--- src/rtl/tft43_pkg.sv ---
// Shared types and constants for the TFT43 power-up / full-screen fill controller.
// Covers state encoding, timing-engine trigger codes and address-window command words.
package tft43_pkg;

    typedef enum logic [2:0] {
        IDLE,
        HW_RST,
        INIT,
        WIN,
        GRAM,
        FILL,
        READY,
        ERROR
    } state_t;

    localparam logic [1:0] TRG_RST     = 2'b00;
    localparam logic [1:0] TRG_CMD     = 2'b01;
    localparam logic [1:0] TRG_DATA    = 2'b10;
    localparam logic [1:0] TRG_CMDDATA = 2'b11;

    localparam logic [15:0] CMD_CASET = 16'h2A00;
    localparam logic [15:0] CMD_PASET = 16'h2B00;
    localparam logic [15:0] CMD_RAMWR = 16'h2C00;

    localparam int WIN_WORDS = 8;
    localparam int PIX_W     = 18;

    typedef struct packed {
        logic [1:0]  trigger;
        logic [15:0] data1;
        logic [15:0] data2;
    } tm_txn_t;

    // Words 0..3 set the column window, 4..7 the row window; each starts at 0.
    function automatic tm_txn_t win_txn(input logic [2:0]  idx,
                                        input logic [15:0] last_col,
                                        input logic [15:0] last_row);
        logic [15:0] lim;
        tm_txn_t     t;
        lim       = idx[2] ? last_row : last_col;
        t.trigger = TRG_CMDDATA;
        t.data1   = (idx[2] ? CMD_PASET : CMD_CASET) | {14'h0000, idx[1:0]};
        case (idx[1:0])
            2'd2:    t.data2 = {8'h00, lim[15:8]};
            2'd3:    t.data2 = {8'h00, lim[7:0]};
            default: t.data2 = 16'h0000;
        endcase
        return t;
    endfunction

endpackage

--- src/rtl/tft43_init_fill_ctrl_if.sv ---
// Handshake bundle between the controller and the LCD bus timing engine.
// The controller is the master; the timing engine answers with tm_done.
interface tft43_init_fill_ctrl_if;

    logic        tm_en;
    logic [1:0]  tm_trigger;
    logic [15:0] tm_data1;
    logic [15:0] tm_data2;
    logic        tm_done;

    modport master (
        output tm_en, tm_trigger, tm_data1, tm_data2,
        input  tm_done
    );

    modport slave (
        input  tm_en, tm_trigger, tm_data1, tm_data2,
        output tm_done
    );

endinterface

--- src/rtl/tft43_init_rom.sv ---
// Power-up register table for the panel controller: index -> {cmd[15:0], data[15:0]}.
// Purely combinational; slots past the populated table read back as a NOP pair.
module tft43_init_rom #(
    parameter int INIT_LEN = 16,
    parameter int IDX_W    = 4
) (
    input  logic [IDX_W-1:0] idx,
    output logic [31:0]      entry
);

    always_comb begin
        // NOTE: every combinational output gets a default first so no path infers a latch.
        entry = 32'h0000_0000;
        if (int'(idx) < INIT_LEN) begin
            case (int'(idx))
                0:       entry = {16'h0100, 16'h0000};
                1:       entry = {16'h1100, 16'h0000};
                2:       entry = {16'hE200, 16'h0023};
                3:       entry = {16'hE201, 16'h0002};
                4:       entry = {16'hE202, 16'h0054};
                5:       entry = {16'hE000, 16'h0001};
                6:       entry = {16'hE000, 16'h0003};
                7:       entry = {16'hE600, 16'h0001};
                8:       entry = {16'hE601, 16'h0033};
                9:       entry = {16'hE602, 16'h0032};
                10:      entry = {16'hB000, 16'h0000};
                11:      entry = {16'hB400, 16'h0002};
                12:      entry = {16'hB600, 16'h0001};
                13:      entry = {16'h3600, 16'h0000};
                14:      entry = {16'hF000, 16'h0003};
                15:      entry = {16'h2900, 16'h0000};
                default: entry = 32'h0000_0000;
            endcase
        end
    end

endmodule

--- src/rtl/tft43_init_fill_ctrl.sv ---
// Sequences panel hardware reset, the init table, and full-screen RGB565 fills
// through a one-transaction-at-a-time timing engine, with a done timeout.
module tft43_init_fill_ctrl
    import tft43_pkg::*;
#(
    parameter int INIT_LEN  = 16,
    parameter int H_RES     = 480,
    parameter int V_RES     = 272,
    parameter int TO_CYCLES = 4096
) (
    input  logic                          clk,
    input  logic                          rst,
    input  logic                          start,
    input  logic                          fill_req,
    input  logic [15:0]                   fill_color,
    tft43_init_fill_ctrl_if.master        tm,
    output logic                          busy,
    output logic                          init_done,
    output logic                          fill_done,
    output logic                          err
);

    localparam int IDX_W = (INIT_LEN > 1) ? $clog2(INIT_LEN) : 1;
    localparam int TO_W  = $clog2(TO_CYCLES + 1);

    localparam logic [PIX_W-1:0] LAST_INIT = PIX_W'(INIT_LEN - 1);
    localparam logic [PIX_W-1:0] LAST_WIN  = PIX_W'(WIN_WORDS - 1);
    localparam logic [PIX_W-1:0] LAST_PIX  = PIX_W'(H_RES * V_RES - 1);
    localparam logic [15:0]      LAST_COL  = 16'(H_RES - 1);
    localparam logic [15:0]      LAST_ROW  = 16'(V_RES - 1);
    localparam logic [TO_W-1:0]  TO_LAST   = TO_W'(TO_CYCLES - 1);

    state_t           state_q,     state_d;
    logic             tm_en_q,     tm_en_d;
    tm_txn_t          txn_q,       txn_d;
    logic [15:0]      color_q,     color_d;
    logic [PIX_W-1:0] cnt_q,       cnt_d;
    logic [TO_W-1:0]  to_cnt_q,    to_cnt_d;
    logic             init_done_q, init_done_d;
    logic             fill_done_q, fill_done_d;
    logic             err_q,       err_d;

    tm_txn_t     launch_txn;
    logic        issuing;
    logic [31:0] rom_entry;

    tft43_init_rom #(
        .INIT_LEN (INIT_LEN),
        .IDX_W    (IDX_W)
    ) u_init_rom (
        .idx   (cnt_q[IDX_W-1:0]),
        .entry (rom_entry)
    );

    // Transaction the current state would launch next; cnt_q selects the word.
    always_comb begin
        launch_txn = '{trigger: TRG_RST, data1: 16'h0000, data2: 16'h0000};
        issuing    = 1'b1;
        case (state_q)
            HW_RST:  launch_txn = '{trigger: TRG_RST, data1: 16'h0000, data2: 16'h0000};
            INIT:    launch_txn = '{trigger: TRG_CMDDATA, data1: rom_entry[31:16], data2: rom_entry[15:0]};
            WIN:     launch_txn = win_txn(cnt_q[2:0], LAST_COL, LAST_ROW);
            GRAM:    launch_txn = '{trigger: TRG_CMD, data1: CMD_RAMWR, data2: 16'h0000};
            FILL:    launch_txn = '{trigger: TRG_DATA, data1: color_q, data2: 16'h0000};
            default: issuing    = 1'b0;
        endcase
    end

    always_comb begin
        state_d     = state_q;
        tm_en_d     = tm_en_q;
        txn_d       = txn_q;
        color_d     = color_q;
        cnt_d       = cnt_q;
        to_cnt_d    = to_cnt_q;
        init_done_d = init_done_q;
        fill_done_d = 1'b0;
        err_d       = err_q;

        if (tm_en_q) begin
            if (tm.tm_done) begin
                // Dropping tm_en here guarantees one low cycle before the next launch.
                tm_en_d = 1'b0;
                cnt_d   = cnt_q + 1'b1;
                case (state_q)
                    HW_RST: begin
                        state_d = INIT;
                        cnt_d   = '0;
                    end
                    INIT: if (cnt_q == LAST_INIT) begin
                        state_d     = READY;
                        init_done_d = 1'b1;
                        cnt_d       = '0;
                    end
                    WIN: if (cnt_q == LAST_WIN) begin
                        state_d = GRAM;
                        cnt_d   = '0;
                    end
                    GRAM: begin
                        state_d = FILL;
                        cnt_d   = '0;
                    end
                    FILL: if (cnt_q == LAST_PIX) begin
                        state_d     = READY;
                        fill_done_d = 1'b1;
                        cnt_d       = '0;
                    end
                    default: ;
                endcase
            end else if (to_cnt_q == TO_LAST) begin
                tm_en_d = 1'b0;
                err_d   = 1'b1;
                state_d = ERROR;
            end else begin
                to_cnt_d = to_cnt_q + 1'b1;
            end
        end else begin
            case (state_q)
                IDLE: if (start) begin
                    state_d = HW_RST;
                    cnt_d   = '0;
                end
                // fill_req wins over start here because start is only honoured in IDLE.
                READY: if (fill_req) begin
                    state_d = WIN;
                    color_d = fill_color;
                    cnt_d   = '0;
                end
                default: if (issuing) begin
                    tm_en_d  = 1'b1;
                    txn_d    = launch_txn;
                    to_cnt_d = '0;
                end
            endcase
        end
    end

    always_ff @(posedge clk) begin
        // NOTE: sequential state uses non-blocking assignments so every flop samples pre-edge values.
        if (rst) begin
            state_q     <= IDLE;
            tm_en_q     <= 1'b0;
            txn_q       <= '0;
            color_q     <= '0;
            cnt_q       <= '0;
            to_cnt_q    <= '0;
            init_done_q <= 1'b0;
            fill_done_q <= 1'b0;
            err_q       <= 1'b0;
        end else begin
            state_q     <= state_d;
            tm_en_q     <= tm_en_d;
            txn_q       <= txn_d;
            color_q     <= color_d;
            cnt_q       <= cnt_d;
            to_cnt_q    <= to_cnt_d;
            init_done_q <= init_done_d;
            fill_done_q <= fill_done_d;
            err_q       <= err_d;
        end
    end

    assign tm.tm_en      = tm_en_q;
    assign tm.tm_trigger = txn_q.trigger;
    assign tm.tm_data1   = txn_q.data1;
    assign tm.tm_data2   = txn_q.data2;

    assign busy      = !(state_q inside {IDLE, READY, ERROR});
    assign init_done = init_done_q;
    assign fill_done = fill_done_q;
    assign err       = err_q;

endmodule
--- src/flat_wrapper.sv ---
// flat-port wrapper written by rule: the top's interface ports become plain ports
module tft43_init_fill_ctrl_flat import tft43_pkg::*;
#(
    parameter int INIT_LEN  = 16,
    parameter int H_RES     = 480,
    parameter int V_RES     = 272,
    parameter int TO_CYCLES = 4096
)
  (clk, rst, start, fill_req, fill_color, busy, init_done, fill_done, err, tm_tm_en, tm_tm_trigger, tm_tm_data1, tm_tm_data2, tm_tm_done);
  tft43_init_fill_ctrl_if tm_i ();
  input  logic clk;
  input  logic rst;
  input  logic start;
  input  logic fill_req;
  input  logic [15:0] fill_color;
  output logic busy;
  output logic init_done;
  output logic fill_done;
  output logic err;
  output wire logic [$bits(tm_i.tm_en)-1:0] tm_tm_en;
  output wire logic [$bits(tm_i.tm_trigger)-1:0] tm_tm_trigger;
  output wire logic [$bits(tm_i.tm_data1)-1:0] tm_tm_data1;
  output wire logic [$bits(tm_i.tm_data2)-1:0] tm_tm_data2;
  input wire logic [$bits(tm_i.tm_done)-1:0] tm_tm_done;
  assign tm_tm_en = tm_i.tm_en;
  assign tm_tm_trigger = tm_i.tm_trigger;
  assign tm_tm_data1 = tm_i.tm_data1;
  assign tm_tm_data2 = tm_i.tm_data2;
  assign tm_i.tm_done = tm_tm_done;
  tft43_init_fill_ctrl #(.INIT_LEN(INIT_LEN), .H_RES(H_RES), .V_RES(V_RES), .TO_CYCLES(TO_CYCLES)) u_core (.clk(clk), .rst(rst), .start(start), .fill_req(fill_req), .fill_color(fill_color), .tm(tm_i), .busy(busy), .init_done(init_done), .fill_done(fill_done), .err(err));
endmodule
--- config.mk ---
export PLATFORM = sky130hd
export DESIGN_NAME = tft43_init_fill_ctrl_flat
export DESIGN_NICKNAME = d
export VERILOG_FILES = /design/src/rtl/tft43_pkg.sv /design/src/rtl/tft43_init_fill_ctrl_if.sv /design/src/rtl/tft43_init_rom.sv /design/src/rtl/tft43_init_fill_ctrl.sv /design/src/flat_wrapper.sv
export SDC_FILE = /design/constraint.sdc
export NUM_CORES = 1
export LEC_CHECK = 0
export CAP_MARGIN = 20
export CORE_ASPECT_RATIO = 1.75
export CORE_MARGIN = 1.5
export CORE_UTILIZATION = 40
export CTS_CLUSTER_DIAMETER = 100
export DETAILED_ROUTE_END_ITERATION = 10
export SYNTH_ARGS = -nofsm -noshare
export SYNTH_HDL_FRONTEND = slang
export SYNTH_SLANG_ARGS = --single-unit
--- constraint.sdc ---
create_clock -name clk -period 6.75 [get_ports clk]
set_input_delay 1.35 -clock clk [delete_from_list [all_inputs] [get_ports clk]]
set_output_delay 1.35 -clock clk [all_outputs]
set_load 0.03 [all_outputs]
* After elaboration in Yosys (flattened, before gate mapping)
Memory sizes are Yosys's and may differ from the RTL's. A register that Yosys moved wholly into a read port is not among the register bits. Index checks and enable logic that the tools add are counted.
Word-level totals: register bits 88, bits in latches 0, memory bits (writable) 0, bits in read-only memories 256, input port bits 21, output and inout bits 39, logic and storage cells 96, memories kept 1
Operators by class: $add $sub $neg 2, multiply operators 0, div/mod/pow operators 0, $lt $le $gt $ge 0, equal/unequal tests 24, shift operators 0, mux-type cells 37, bitwise operators 5, reductions and logical operators 16
Memory list:
- (name not given) | depth 16, bits a word 16, read ports 1, clocked after Yosys merged registers in 1, write ports 0, RTL line tft43_init_rom.sv:15 | case (int'(idx))
Operators by type and width (number):
- case mux 34 bit (4 select lines) | 1
- two-way mux 18 bit | 7
- case mux 18 bit (4 select lines) | 1
- two-way mux 13 bit | 5
- case mux 18 bit (2 select lines) | 1
- two-way mux 3 bit | 8
- adder 18 x 1 -> 18 bit, second input constant | 1
- == test 18 x 17 -> 1 bit, second input constant | 1
- == test 18 x 3 -> 1 bit, second input constant | 1
- == test 18 x 4 -> 1 bit, second input constant | 1
- bitwise OR 16 x 2 -> 16 bit | 1
- case mux 8 bit (2 select lines) | 1
- case mux 3 bit (5 select lines) | 1
- adder 13 x 1 -> 13 bit, second input constant | 1
- == test 13 x 12 -> 1 bit, second input constant | 1
- == test 3 bit, second input constant | 4
- != test 4 bit, second input constant | 3
- AND reduction 4 bit | 3
- two-way mux 9 bit | 1
- AND reduction 3 bit | 3
- two-way mux 4 bit | 2
- two-way mux 8 bit | 1
- AND reduction 8 bit | 1
- two-way mux 1 bit | 7
- 17 further kinds | 27

* Logic depth before layout (Yosys ltp)
Gate-level depths: netlist of the first run.
word-level depth 7, gate-level depth with buffers 11, gate-level depth less buffers 11

* By module
A second synthesis of the first run with hierarchy kept.
Unflattened totals: cell total of the unflattened synthesis 509, area, all modules 4384.2 um^2
Modules (own cells, without submodules):
- tft43_init_fill_ctrl | times used 1, cells an instance 444, area each 3930.0 um^2, sequential area each 1761.7 um^2
- tft43_init_rom | times used 1, cells an instance 65, area each 454.2 um^2, sequential area each 0.0 um^2

* Least setup slack after synthesis of the first run
Ideal clock, no wire load.
path type input to register, start in fill_req, end reg u_core.u_init_rom.entry[25] (netlist name), setup time 0.122 ns, arrival 3.118 ns, data required time 6.628 ns, path slack 3.511 ns, cell stages on the path 9, buffers on the path 0, path through and3_1 > o211ai_1 > and2_4 > nand2_1 > o31a_1 > nor2_1 > inv_1 > ha_1 > o311a_1
Between the ends: cells in the longest elaborated chain, start to end 4
Ends and longest elaborated chain:
- start, declared | RTL line flat_wrapper.sv:14 | input logic fill_req;
- != test 3 x 2 -> 1 bit (no source line)
- AND reduction 4 bit (no source line)
- two-way mux 4 bit (no source line) (2 in series)
Every way passes these cells. A chain may end at the register's enable or synchronous reset.

* Worst setup path in the final report of the first run
start in fill_req, end reg u_core.u_init_rom.entry[25] (netlist name)
Between the ends: cells in the longest elaborated chain, start to end 4
Ends and longest elaborated chain:
- != test 3 x 2 -> 1 bit (no source line)
- AND reduction 4 bit (no source line)
- two-way mux 4 bit (no source line) (2 in series)
Every way passes these cells.

==> flow_results.org, run 1 <==
** Power and ir drop
- For this design the ratio of total power to cell area is 246 nW/um2.
- Leakage component of the power :: 1.95 nW
- VDD sags by at most 0.159 mV.

** Worst setup path
- Critical Path Start Type :: input pin
- Along the worst path, the maximum fanout reaches 16.
- Setup crit end :: u_core.u_init_rom.entry[25]
- The worst setup path is captured at a register.
- Worst reg2reg path startpoint :: u_core.tm.tm_en
- The largest single stage delay on the critical path is 810 ps.
- The critical path crosses 9 cells after its start point.
- Top delay family on crit path :: simple AND/OR/NAND/NOR gates
- Chain of cells forming the critical path :: clkdlybuf4s50_1 -> and3_1 -> o211ai_1 -> and2_4 -> o41ai_4 -> nand2b_1 -> inv_2 -> or3_4 -> o311a_1
- STA puts the critical path data required time at 6970 ps.
- The setup check on the worst reg-to-reg path leaves a slack of 3060 ps.
- The largest individual stage delay along the critical path comes from the cell sky130_fd_sc_hd__o41ai_4.
- Worst setup path category :: input pin to register
- Launch point of the worst path :: fill_req
- STA puts the critical path data arrival time at 4450 ps.
- The endpoint identified for the worst register-to-register timing path is u_core.u_init_rom.entry[28].
- Crit path buffers/inverters :: 2
- Number of cells on the worst reg-to-reg path :: 8

** Cells and area
- Fraction of final layout cells sized beyond drive strength 1 :: 7.33%
- Layout overhead on the synthesized area :: 17.8%
- In the final design database the tool counted 570 nets.
- After filler insertion, the fill cell instance count of the layout stands at 1,063.
- 0 antenna diodes ended up in the layout.

** Yosys
- Cell types with the largest area share after synthesis :: sky130_fd_sc_hd__dfxtp_1 (43%), sky130_fd_sc_hd__nor2_1 (6.6%), sky130_fd_sc_hd__mux2i_1 (4.7%)
- In the post-synthesis netlist, the cell with the most instances is sky130_fd_sc_hd__dfxtp_1.
- A synthesized cell averages 8.69 um2.
- EDFF count, synth :: 0
- Cell type with the largest total area after synthesis :: sky130_fd_sc_hd__dfxtp_1
- Sequential element share of the synthesized area :: 42.9%
- Area share of the largest cell type after synthesis :: 42.9%
- Summing every instance area after synthesis gives 4430 um2.
- Number of instances in the synthesized netlist :: 510
- FF+latch count, synth :: 95
- Yosys mapped the design onto 68 distinct sky130hd cell types.
- For this run, the number of Yosys warnings is 0.
- Commonest register cell after synthesis :: sky130_fd_sc_hd__dfxtp_1
- For this run, asynchronously set or reset flops after synthesis account for 0%.
- Counting instances in the post-synthesis netlist gives the leading cell types as sky130_fd_sc_hd__dfxtp_1 (95), sky130_fd_sc_hd__nor2_1 (78), sky130_fd_sc_hd__a21oi_1 (41), sky130_fd_sc_hd__nand2_1 (35).

** CTS
- Clock tree from TritonCTS :: yes
- The clock passes through at most 2 buffers.
- Clock tree root driver cell :: sky130_fd_sc_hd__clkbuf_16
- Counting every sink on the clock net gives 95.
- Buffers added to address setup during post-CTS repair amount to 0.
- TritonCTS Buffers :: 9
- After clock tree synthesis, the clock-pin slew on the worst setup and hold paths is 60 ps.
- Htree depth :: 3
- The number of gates resized after CTS was 0.
- Later-pin clock latency in the skew report :: 340 ps
- Hold buffer count at cts :: 0

** Global routing
- Via count of the first global-routing pass :: 3,629
- Number of antenna violations at the first check in global routing :: 0
- Global-route wire length before repair :: 17,300 um
- Maximum number of pins on one net before global-route repair :: 59
- Global routing used 19.0% of the available tracks across all layers.
- Global routing finished with a remaining overflow of 0.

** Timing
- RSZ-0062 raised after global routing :: no
- For this run, the top clock speed supported by timing is 0.237 GHz.
- At the pin with the least slew margin, the transition time is 901 ps.
- Worst rel slew slack :: 39.7%
- Final TNS setup :: 0 ps
- Final critical-path share of the clock period :: 62.6%
- Final setup margin :: 2520 ps
- Hold Fails Final Rpt :: 0
- Max Transition Viols Final :: 0
- Setup violations remaining at the end of the flow were counted as 0.
- Time the worst path needs with I/O delays and setup :: 4230 ps
- On the final layout, the worst clock skew is 6.50 ps.

** Placement
- The count of buffers added on input and output ports is 51.
- Post-detailed-placement half-perimeter wirelength :: 7650 um
- Prior to clock tree synthesis, the placed netlist has a worst setup slack of 2150 ps.
- At the end of routability-driven placement, the weighted congestion stood at 0.910.

** Run status
- The flow ran to the end, and the final reports show no timing, DRC or antenna violations.

** Route
- Vias after detailed routing :: 3,668
- For this block, the routed nets add up to 10,700 um of wire.
- Dividing the detail-routed wire length by the instance count gives 15.8 um.
- In the routed design, unresolved DRC markers number 0.
- Violation count after the first detailed-route iteration :: 232
- In the routed layout, each cell is associated on average with a via count of 5.43.
- Once detail routing completed, the nets flagged for antenna violations numbered 0.
- Detailed-routing iteration count for the pre-antenna-repair pass :: 4

** Flow run
- Max cap viols :: 0

** Die
- After floorplanning, the core was sized to cover 10,800 um2.
- Ports placed on the boundary :: 60
- Measured along the y axis, the die boundary spans 142 um.
- Row generation in the floorplan step produced 50 rows.
- Die Span X :: 82.6 um
- DIE AREA :: 11,800 um2
- Once the floorplan was initialized, standard cells occupied 41.2% of the core.

** Min path
- Hold Crit Class :: register to register
## placed cells by master (no fill, tap or decap), drive strengths merged, types with 3 or more instances in the layout
cell and instances:
and4 4, nor3b 3, inv 13, nor2 78
xor2 14, o21ai 15, or2 3, o22ai 3
nand2 35, nand2b 3, buf 4, nand3 20
nor4 5, a211oi 6, mux2 4, conb 8
a221oi 3, dfxtp 95, nor2b 6, nand3b 4
clkinvlp 4, clkbuf 10, a21oi 41, or3 3
nand4 11, clkdlybuf4s50 50, and2 4, xnor2 8
and3 8, nor3 16, a22oi 5, mux2i 21
ha 7, a21o 3
## cells by family after synthesis
group / share of synthesized area (%)
mux: 5.76
xor+xnor: 4.35
simple gates: 23.6
compound gates: 15.3
buf+inv: 6.07
fa+ha+maj: 1.98
flops: 42.9
other cells: 0.0846
## worst register-to-register path, stage by stage, from the launching register on
cell and delay, ps:
sky130_fd_sc_hd__dfxtp_1 850, sky130_fd_sc_hd__clkinv_1 530, sky130_fd_sc_hd__o211ai_1 350, sky130_fd_sc_hd__and2_4 270, sky130_fd_sc_hd__nand2_1 120, sky130_fd_sc_hd__a21oi_1 680
sky130_fd_sc_hd__inv_1 250, sky130_fd_sc_hd__ha_1 300, sky130_fd_sc_hd__a32o_1 220
## per-layer routing
layer	GRT usage (%)	wire, um	share of wire (%)	vias up
li1	-	-	-	1835
met1	21.8	4400	41	1749
met2	33.8	5720	54	71
met3	4.04	357	3.4	13
met4	6.67	172	1.6	0
met5	0	0	0	-
## per-stage QoR
step	cell area, um2	hold WS, ps	util, %	total power [mW]	std cells
after floorplan	4460	433	-	0.741	517
after global placement	4930	437	45.9	0.801	661
after detailed placement	4930	445	45.9	0.803	661
after CTS	5220	454	48.5	1.29	676
after global routing	5220	466	48.5	1.34	676
final	5220	450	48.5	1.28	676
## flip-flops by register name (all words and copies together) (netlist names)
name / count
u_core.fill_done: 1
u_core.init_done: 1
u_core.to_cnt_q: 13
u_core.color_q: 16
u_core.state_q: 3
u_core.tm.tm_en: 1
u_core.tm.tm_trigger: 2
u_core.tm.tm_data1: 16
u_core.cnt_q: 18
u_core.tm.tm_data2: 8
u_core.err: 1
u_core.u_init_rom.entry: 15
## worst min-delay path by stage
stage / startpoint / end / cells after the start
3_3_place_gp: u_core.tm.tm_data1[7] / u_core.tm.tm_data1[7] / 2
3_5_place_dp: u_core.tm.tm_data1[7] / u_core.tm.tm_data1[7] / 2
4_1_cts: u_core.tm.tm_data1[7] / u_core.tm.tm_data1[7] / 2
2_1_floorplan: u_core.u_init_rom.entry[5] / u_core.tm.tm_data2[5] / 2
5_1_grt: u_core.err / u_core.err / 2
6_report: u_core.err / u_core.err / 2
## report_power, final
group          internal [mW]  switching (mW)
clock network          0.285           0.209
logic                 0.0660           0.126
registers              0.573          0.0246
total                  0.924           0.359
## area by class of cell
cell class,instances,area (um2),area share [%]
Multi-Input combinational cell,368,2290,43.8
Sequential cell,95,1900,36.4
Timing Repair Buffer,54,528,10.1
Clock buffer,10,229,4.38
Tap cell,130,163,3.11
Clock inverter,5,60.1,1.15
Inverter,14,52.6,1.01
Power figures use the tool's default switching activity.
==> run 2: changes to the inputs <==
==> constraint.sdc (replaced) <==
create_clock -name clk -period 3.5 [get_ports clk]
set_input_delay 0.7 -clock clk [delete_from_list [all_inputs] [get_ports clk]]
set_output_delay 0.7 -clock clk [all_outputs]
set_load 0.03 [all_outputs]
==> flow_results.org, run 2 (synthesis gave the netlist of run 1 again) <==
** CTS
- The total of hold buffers inserted after clock tree synthesis is 0 (unchanged).
- Clock transition at path regs :: 70 ps (about the same)
- Clock tree root driver cell :: sky130_fd_sc_hd__clkbuf_16
- The buffer levels on the longest clock path was 2 (unchanged).
- Postcts setup bufs :: 0 (unchanged)
- The clock buffer count from CTS was 9 (unchanged).
- Htree depth :: 3 (unchanged)
- Later-pin clock latency in the skew report :: 340 ps (about the same)
- Clock tree from TritonCTS :: yes
- The total of cells resized after clock tree synthesis is 0 (unchanged).
- The TritonCTS sink count is 95 (unchanged).

** Power and ir drop
- Max VDD drop :: 0.247 mV (+56%)
- Total power of the final layout :: 2.60 mW (+100%)
- The fraction of power consumed by combinational cells was 16.0% (+1.0 points).
- The internal power consumption is 1.88 mW (+100%).
- The total net switching power came to 0.719 mW (+100%).
- The areal power density over the cells came to 485 nW/um2 (+98%).
- Sequential share of power :: 43.6% (-3.0 points)
- Share of total power consumed by net switching :: 27.7% (-0.31 points)
- Leakage component of the power :: 2.03 nW (+4.4%)
- Portion of total power attributed to the clock network :: 40.4% (+1.9 points)

** Cells and area
- Fraction of final layout cells sized beyond drive strength 1 :: 9.66% (+2.3 points)
- Final core occ :: 49.7% (+1.2 points)
- The flip-flop count of the largest register after layout is 18 (unchanged).
- Ranked by flip-flop count, first place goes to u_core.cnt_q.
- Post-route cell area :: 5350 um2 (+2.5%)
- Most used cells in the layout excluding fill and tap cells :: sky130_fd_sc_hd__dfxtp_1 (95), sky130_fd_sc_hd__nor2_1 (78), sky130_fd_sc_hd__clkdlybuf4s50_1 (50)
- The library cell used most frequently in the layout, excluding fill and tap cells, is sky130_fd_sc_hd__dfxtp_1.
- Number of inserted filler cells in the final layout :: 1,060 (-0.28%)
- The number of nets in the final layout is 583 (+2.3%).
- The final antenna diode count came to 0 (unchanged).
- Compared with the post-synthesis result, the final layout area differs by 20.7%.

** Worst setup path
- The worst setup path is of the register to primary output kind.
- The highest net fanout along the worst path is 14 (-2).
- Crit path required time :: 2800 ps (-4170 ps)
- Critical Path Start Type :: register
- CP arrival :: 2080 ps (-2370 ps)
- Critical Path Sink Type :: primary output

** Global routing
- Fraction of met1 tracks used by global routing :: 23.5% (+1.7 points)
- The total grt overflow was 0 (unchanged).
- Global routing's busiest layer :: met2
- Met3 Use GR :: 3.21% (-0.83 points)
- The largest net degree at the start of global routing was 38 (-36%).
- Via count of the first global-routing pass :: 3,620 (-0.25%)
- Global-route wire length before repair :: 17,800 um (+2.9%)
- Combined global-route utilization of all metal layers :: 19.7% (+0.70 points)
- The initial antenna violation count came to 0 (unchanged).
- Global routing usage on met2 :: 34.7% (+0.94 points)

** Die
- The top-level port count came to 60 (unchanged).
- Die Span X :: 82.6 um (unchanged)
- The floorplan die area is 11,800 um2 (unchanged).
- Die outline height :: 142 um (unchanged)
- The placeable core region came to 10,800 um2 (unchanged).
- The cell row count came to 50 (unchanged).
- Effective utilization at floorplan :: 41.2% (unchanged)

** Route
- The total wire length came to 11,000 um (+3.3%).
- Violation count after the first detailed-route iteration :: 146 (-37%)
- The number of routed nets with antenna violations was 0 (unchanged).
- Routed wirelength normalized by instance count :: 16.0 um (+1.4%)
- Number of remaining DRC errors :: 0 (unchanged)
- The detail-routed via count per cell came to 5.44 (+0.17%).
- The total number of vias came to 3,745 (+2.1%).
- The number of search-and-repair iterations in the first detailed-routing pass came to 4 (unchanged).

** Placement
- The final weighted congestion in routability-driven placement is 0.927 (+1.8%).
- Worst setup slack before clock tree synthesis :: 420 ps (-1730 ps)
- The area of placed instances came to 5030 um2 (+2.0%).
- The HPWL reported at the end of detailed placement was 8030 um (+5.0%).
- # port buffers :: 51 (unchanged)

** Timing
- The count of endpoints failing hold in the final timing report was 0 (unchanged).
- Final setup margin :: 716 ps (-1810 ps)
- The summed negative setup slack over all endpoints was 0 ps (unchanged).
- Setup repair after global routing left no endpoint under its margin.
- Fmax :: 0.359 GHz
- The number of failing setup endpoints in the final timing report came to 0 (unchanged).
- The worst relative slew slack was 36.4% (-3.3 points).
- The clock period could shrink to 2780 ps.
- The max-slew violation count is 0 (unchanged).
- The worst path uses 79.5% of the clock period.
- The final setup skew was 6.22 ps (-0.279 ps).
- Slew at the pin closest to its max-slew limit :: 951 ps (+49.7 ps)

** Flow run
- The max capacitance violation total came to 0 (unchanged).

** Min path
- Hold Crit Class :: register to register

** Run status
- The run finished with clean final reports.
-- run 2: changes by cell type in the layout (fill, tap and decap cells not counted), sizes merged --
cell / before / now
clkbuf: 10 / 9
clkinvlp: 4 / 2
inv: 13 / 14
bufinv: 1 / 2
buf: 4 / 17
clkinv: 1 / 2
-- run 2: final timing paths --
| kind | startpoint | endpoint | slack (ps) | cells past startpoint |
|---|---|---|---|---|
| setup / recovery | u_core.state_q[1] | busy | 720 | 3 |
| hold / removal | u_core.tm.tm_data1[3] | u_core.tm.tm_data1[3] | 460 | 2 |
| setup reg to reg | u_core.state_q[1] | u_core.u_init_rom.entry[25] | 740 | 10 |
| hold reg to reg | u_core.tm.tm_data1[3] | u_core.tm.tm_data1[3] | 460 | 2 |
-- run 2: cell type report --
cell class / instances / area (um2) / area share (%)
multi-input cells: 368 / 2290 / 42.8
clock inverters: 6 / 95.1 / 1.78
flip-flops and latches: 95 / 1900 / 35.5
clock buffers: 9 / 225 / 4.21
repair buffers: 67 / 626 / 11.7
well taps: 130 / 163 / 3.04
inverters: 14 / 52.6 / 0.982
-- run 2: power by group through the flow --
| stage | Clock [mW] | Combinational, mW | Sequential, mW |
|---|---|---|---|
| 6_report | 1.05 | 0.416 | 1.13 |
| 5_1_grt | 1.12 | 0.450 | 1.13 |
| 4_1_cts | 1.07 | 0.418 | 1.13 |
| 3_5_place_dp | 0 | 0.416 | 1.16 |
| 3_3_place_gp | 0 | 0.413 | 1.16 |
| 2_1_floorplan | 0 | 0.254 | 1.18 |
-- run 2: critical path, cell delays in order (launching register included) --
cell                              delay (ps)
sky130_fd_sc_hd__dfxtp_1                 630
sky130_fd_sc_hd__nor3_2                  120
sky130_fd_sc_hd__a21oi_1                 270
sky130_fd_sc_hd__clkdlybuf4s50_1         740
-- run 2: per-layer routing --
metal  share of wire, %  vias to the layer above
li1                   -                     1860
met1                 41                     1795
met2                 53                       76
met3                3.6                       14
met4                1.8                        0
met5                  0                        -
-- run 2: metrics by stage --
stage	hold slack (ps)	cells
final	456	689
after global routing	485	689
after CTS	460	689
after detailed placement	450	674
after global placement	437	674
after floorplan	433	517
==> run 3: changes to the inputs <==
==> constraint.sdc (replaced) <==
create_clock -name clk -period 2.7 [get_ports clk]
set_input_delay 0.54 -clock clk [delete_from_list [all_inputs] [get_ports clk]]
set_output_delay 0.54 -clock clk [all_outputs]
set_load 0.03 [all_outputs]
==> flow_results.org, run 3 (synthesis gave the netlist of run 1 again) <==
** Worst setup path
- In this run the critical register-to-register path is launched from u_core.cnt_q[0].
- STA classifies the critical path endpoint as a primary output.
- Highest cell delay on the worst timing path :: 740 ps (about the same)
- Critical Path Start Type :: register
- The worst-case reg-to-reg path depth is 9 (-1).
- The number of buffer and inverter stages on the critical path is 2 (+1).
- Setup crit end :: busy
- The instance count on the critical path was 3 (unchanged).
- Traced cell by cell, the critical path runs through buf_4 -> a21oi_1 -> clkdlybuf4s50_1.
- Launch point of the worst path :: u_core.state_q[1]
- CP Max Fanout :: 10 (-4)
- The worst setup path is of the register to primary output kind.
- Library cell contributing the largest single delay on the critical path :: sky130_fd_sc_hd__clkdlybuf4s50_1
- CP arrival :: 1960 ps (-120 ps)
- Broken down by cell family, the worst path's largest delay share belongs to buffers and inverters.
- Crit path required time :: 2160 ps (-640 ps)
- R2r setup slk :: 240 ps (-500 ps)
- In this run the critical register-to-register path is captured at u_core.u_init_rom.entry[25].

** Placement
- Post-detailed-placement half-perimeter wirelength :: 8440 um (+5.0%)
- The total placed cells including tap cells is 706 (+4.7%).
- The number of buffers inserted by port buffering is 51 (unchanged).
- Total placed instance area :: 5270 um2 (+4.8%)
- The final weighted congestion in routability-driven placement is 0.875 (-5.5%).

** Power and ir drop
- The fraction of power consumed by combinational cells came to 17.8% (+1.8 points).
- The internal power consumption came to 2.39 mW (+27%).
- The total net switching power came to 0.931 mW (+29%).
- Share of total power consumed by net switching :: 28.0% (+0.33 points)
- Leakage component of the power :: 2.19 nW (+7.6%)
- Sequential share of power :: 43.9% (+0.3 points)
- The areal power density over the cells came to 595 nW/um2 (+23%).
- The total power was 3.32 mW (+28%).
- Portion of total power attributed to the clock network :: 38.3% (-2.1 points)
- Max VDD drop :: 0.380 mV (+53%)

** Timing
- The count of endpoints failing hold in the final timing report is 0 (unchanged).
- The pin slew with the least headroom to its limit came to 644 ps (-307 ps).
- Final critical-path share of the clock period :: 92.6%
- The number of failing setup endpoints in the final timing report is 0 (unchanged).
- The final hold slack came to 453 ps (-3.56 ps).
- Time the worst path needs with I/O delays and setup :: 2500 ps
- Worst rel slew slack :: 56.7% (+20 points)
- The max-slew violation count was 0 (unchanged).
- Clk_skew :: 8.38 ps (+2.16 ps)
- Setup repair after global routing left no endpoint under its margin.
- Fmax :: 0.400 GHz
- The summed negative setup slack over all endpoints came to 0 ps (unchanged).

** Cells and area
- The area taken by multi-input logic gates is 2300 um2 (+0.49%).
- More flip-flops sit in one register than any other, and that register is u_core.cnt_q.
- Largest register FFs :: 18 (unchanged)
- Post-route cell area :: 5580 um2 (+4.3%)
- Most used cells in the layout excluding fill and tap cells :: sky130_fd_sc_hd__dfxtp_1 (94), sky130_fd_sc_hd__nor2_1 (78), sky130_fd_sc_hd__clkdlybuf4s50_1 (50)
- Antenna cell count :: 0 (unchanged)
- From synthesis to final layout, the design area changed by 25.9%.
- Net count, final :: 615 (+5.5%)
- The number of non-filler instances in the completed layout was 721 (+4.6%).
- Number of inserted filler cells in the final layout :: 1,021 (-3.7%)
- The library cell used most frequently in the layout, excluding fill and tap cells, is sky130_fd_sc_hd__dfxtp_1.
- The combined flip-flop and latch cell area was 1900 um2 (about the same).
- The ratio of cells with drive above 1 in the final layout was 14.9% (+5.2 points).

** CTS
- The maximum level of the CTS H-tree came to 3 (unchanged).
- TritonCTS built the clock tree.
- The TritonCTS sink count is 95 (unchanged).
- Later-pin clock latency in the skew report :: 340 ps (about the same)
- TritonCTS Buffers :: 9 (unchanged)
- Clock transition at path regs :: 60 ps (about the same)
- Clock tree root driver cell :: sky130_fd_sc_hd__clkbuf_16
- Longest Clk Path Bufs :: 2 (unchanged)

** Die
- FP Rows :: 50 (unchanged)
- The placeable core region was 10,800 um2 (unchanged).
- Die outline height :: 142 um (unchanged)
- Ports placed on the boundary :: 60 (unchanged)
- The die span in x is 82.6 um (unchanged).
- Effective utilization at floorplan :: 41.2% (unchanged)
- DIE AREA :: 11,800 um2 (unchanged)

** Global routing
- Number of antenna violations at the first check in global routing :: 0 (unchanged)
- Global-route wire length before repair :: 18,500 um (+4.2%)
- The largest net degree at the start of global routing is 37 (-2.6%).
- Combined global-route utilization of all metal layers :: 20.7% (+0.99 points)
- The via count of the first global-routing pass is 3,836 (+6.0%).
- Overflow left after global routing :: 0 (unchanged)

** Route
- Detailed-routing iteration count for the pre-antenna-repair pass :: 4 (unchanged)
- Violation count after the first detailed-route iteration :: 119 (-18%)
- Vias after detailed routing :: 3,863 (+3.2%)
- The total wire length was 11,400 um (+3.9%).
- The routed wirelength normalized by instance count came to 15.9 um (-0.68%).
- The number of routed nets with antenna violations came to 0 (unchanged).
- The detail-routed via count per cell was 5.36 (-1.4%).
- The post-detailed-route DRC marker count came to 0 (unchanged).

** Min path
- Hold Crit Class :: register to register

** Flow run
- Max cap viols :: 0 (unchanged)

** Run status
- Result of the run :: completed
-- run 3: cell count changes in the layout (fill, tap and decap cells not counted), sizes merged --
cell,before,now
buf,17,49
clkbuf,9,11
bufinv,2,1
clkinv,2,1
-- run 3: power groups by stage --
| stage | Clock (mW) | Combinational [mW] | Sequential, mW |
|---|---|---|---|
| finish | 1.27 | 0.593 | 1.46 |
| global route | 1.35 | 0.643 | 1.46 |
| CTS | 1.30 | 0.593 | 1.46 |
| detailed placement | 0 | 0.592 | 1.49 |
| global placement | 0 | 0.585 | 1.49 |
| floorplan | 0 | 0.329 | 1.52 |
-- run 3: final cells by class --
type,count,area share [%]
flip-flops and latches,95,34.1
multi-input cells,368,41.2
clock buffers,11,4.35
inverters,14,0.941
well taps,130,2.91
clock inverters,4,0.964
repair buffers,99,15.5
-- run 3: worst min path at each step --
stage	from	endpoint	slack, ps	cells after the start
6_report	u_core.err	u_core.err	450	2
4_1_cts	u_core.tm.tm_data1[5]	u_core.tm.tm_data1[5]	460	2
3_3_place_gp	u_core.tm.tm_data1[5]	u_core.tm.tm_data1[5]	440	2
3_5_place_dp	u_core.tm.tm_data1[5]	u_core.tm.tm_data1[5]	450	2
2_1_floorplan	u_core.u_init_rom.entry[5]	u_core.tm.tm_data2[5]	430	2
5_1_grt	u_core.tm.tm_data1[7]	u_core.tm.tm_data1[7]	470	2
-- run 3: tightest hold or removal path: stages (launching register included) --
cell	delay, ps
sky130_fd_sc_hd__dfxtp_1	310
sky130_fd_sc_hd__inv_1	50
sky130_fd_sc_hd__a21oi_1	50
-- run 3: repair_timing --
| item | CTS | global route |
|---|---|---|
| resized for setup | 0 | 4 |
| buffers inserted | 0 | 0 |
| endpoints found under the setup margin | 0 | 5 |
| endpoints found under the hold margin | 0 | 0 |
| hold buffers | 0 | 0 |
-- run 3: metrics by stage --
step           utilization [%]  setup slack, ps
2_1_floorplan                -              111
3_3_place_gp              49.0            -51.1
3_5_place_dp              49.0            -79.4
4_1_cts                   51.8             70.4
5_1_grt                   51.9             44.6
6_report                  51.9              200
-- run 3: metal layers --
| metal | vias to the layer above | share of wire (%) | track usage (%) |
|---|---|---|---|
| li1 | 1922 | - | - |
| met1 | 1847 | 40 | 22.5 |
| met2 | 70 | 54 | 37.1 |
| met3 | 24 | 3.1 | 4.36 |
| met4 | 0 | 3.0 | 9.12 |
| met5 | - | 0 | 0 |
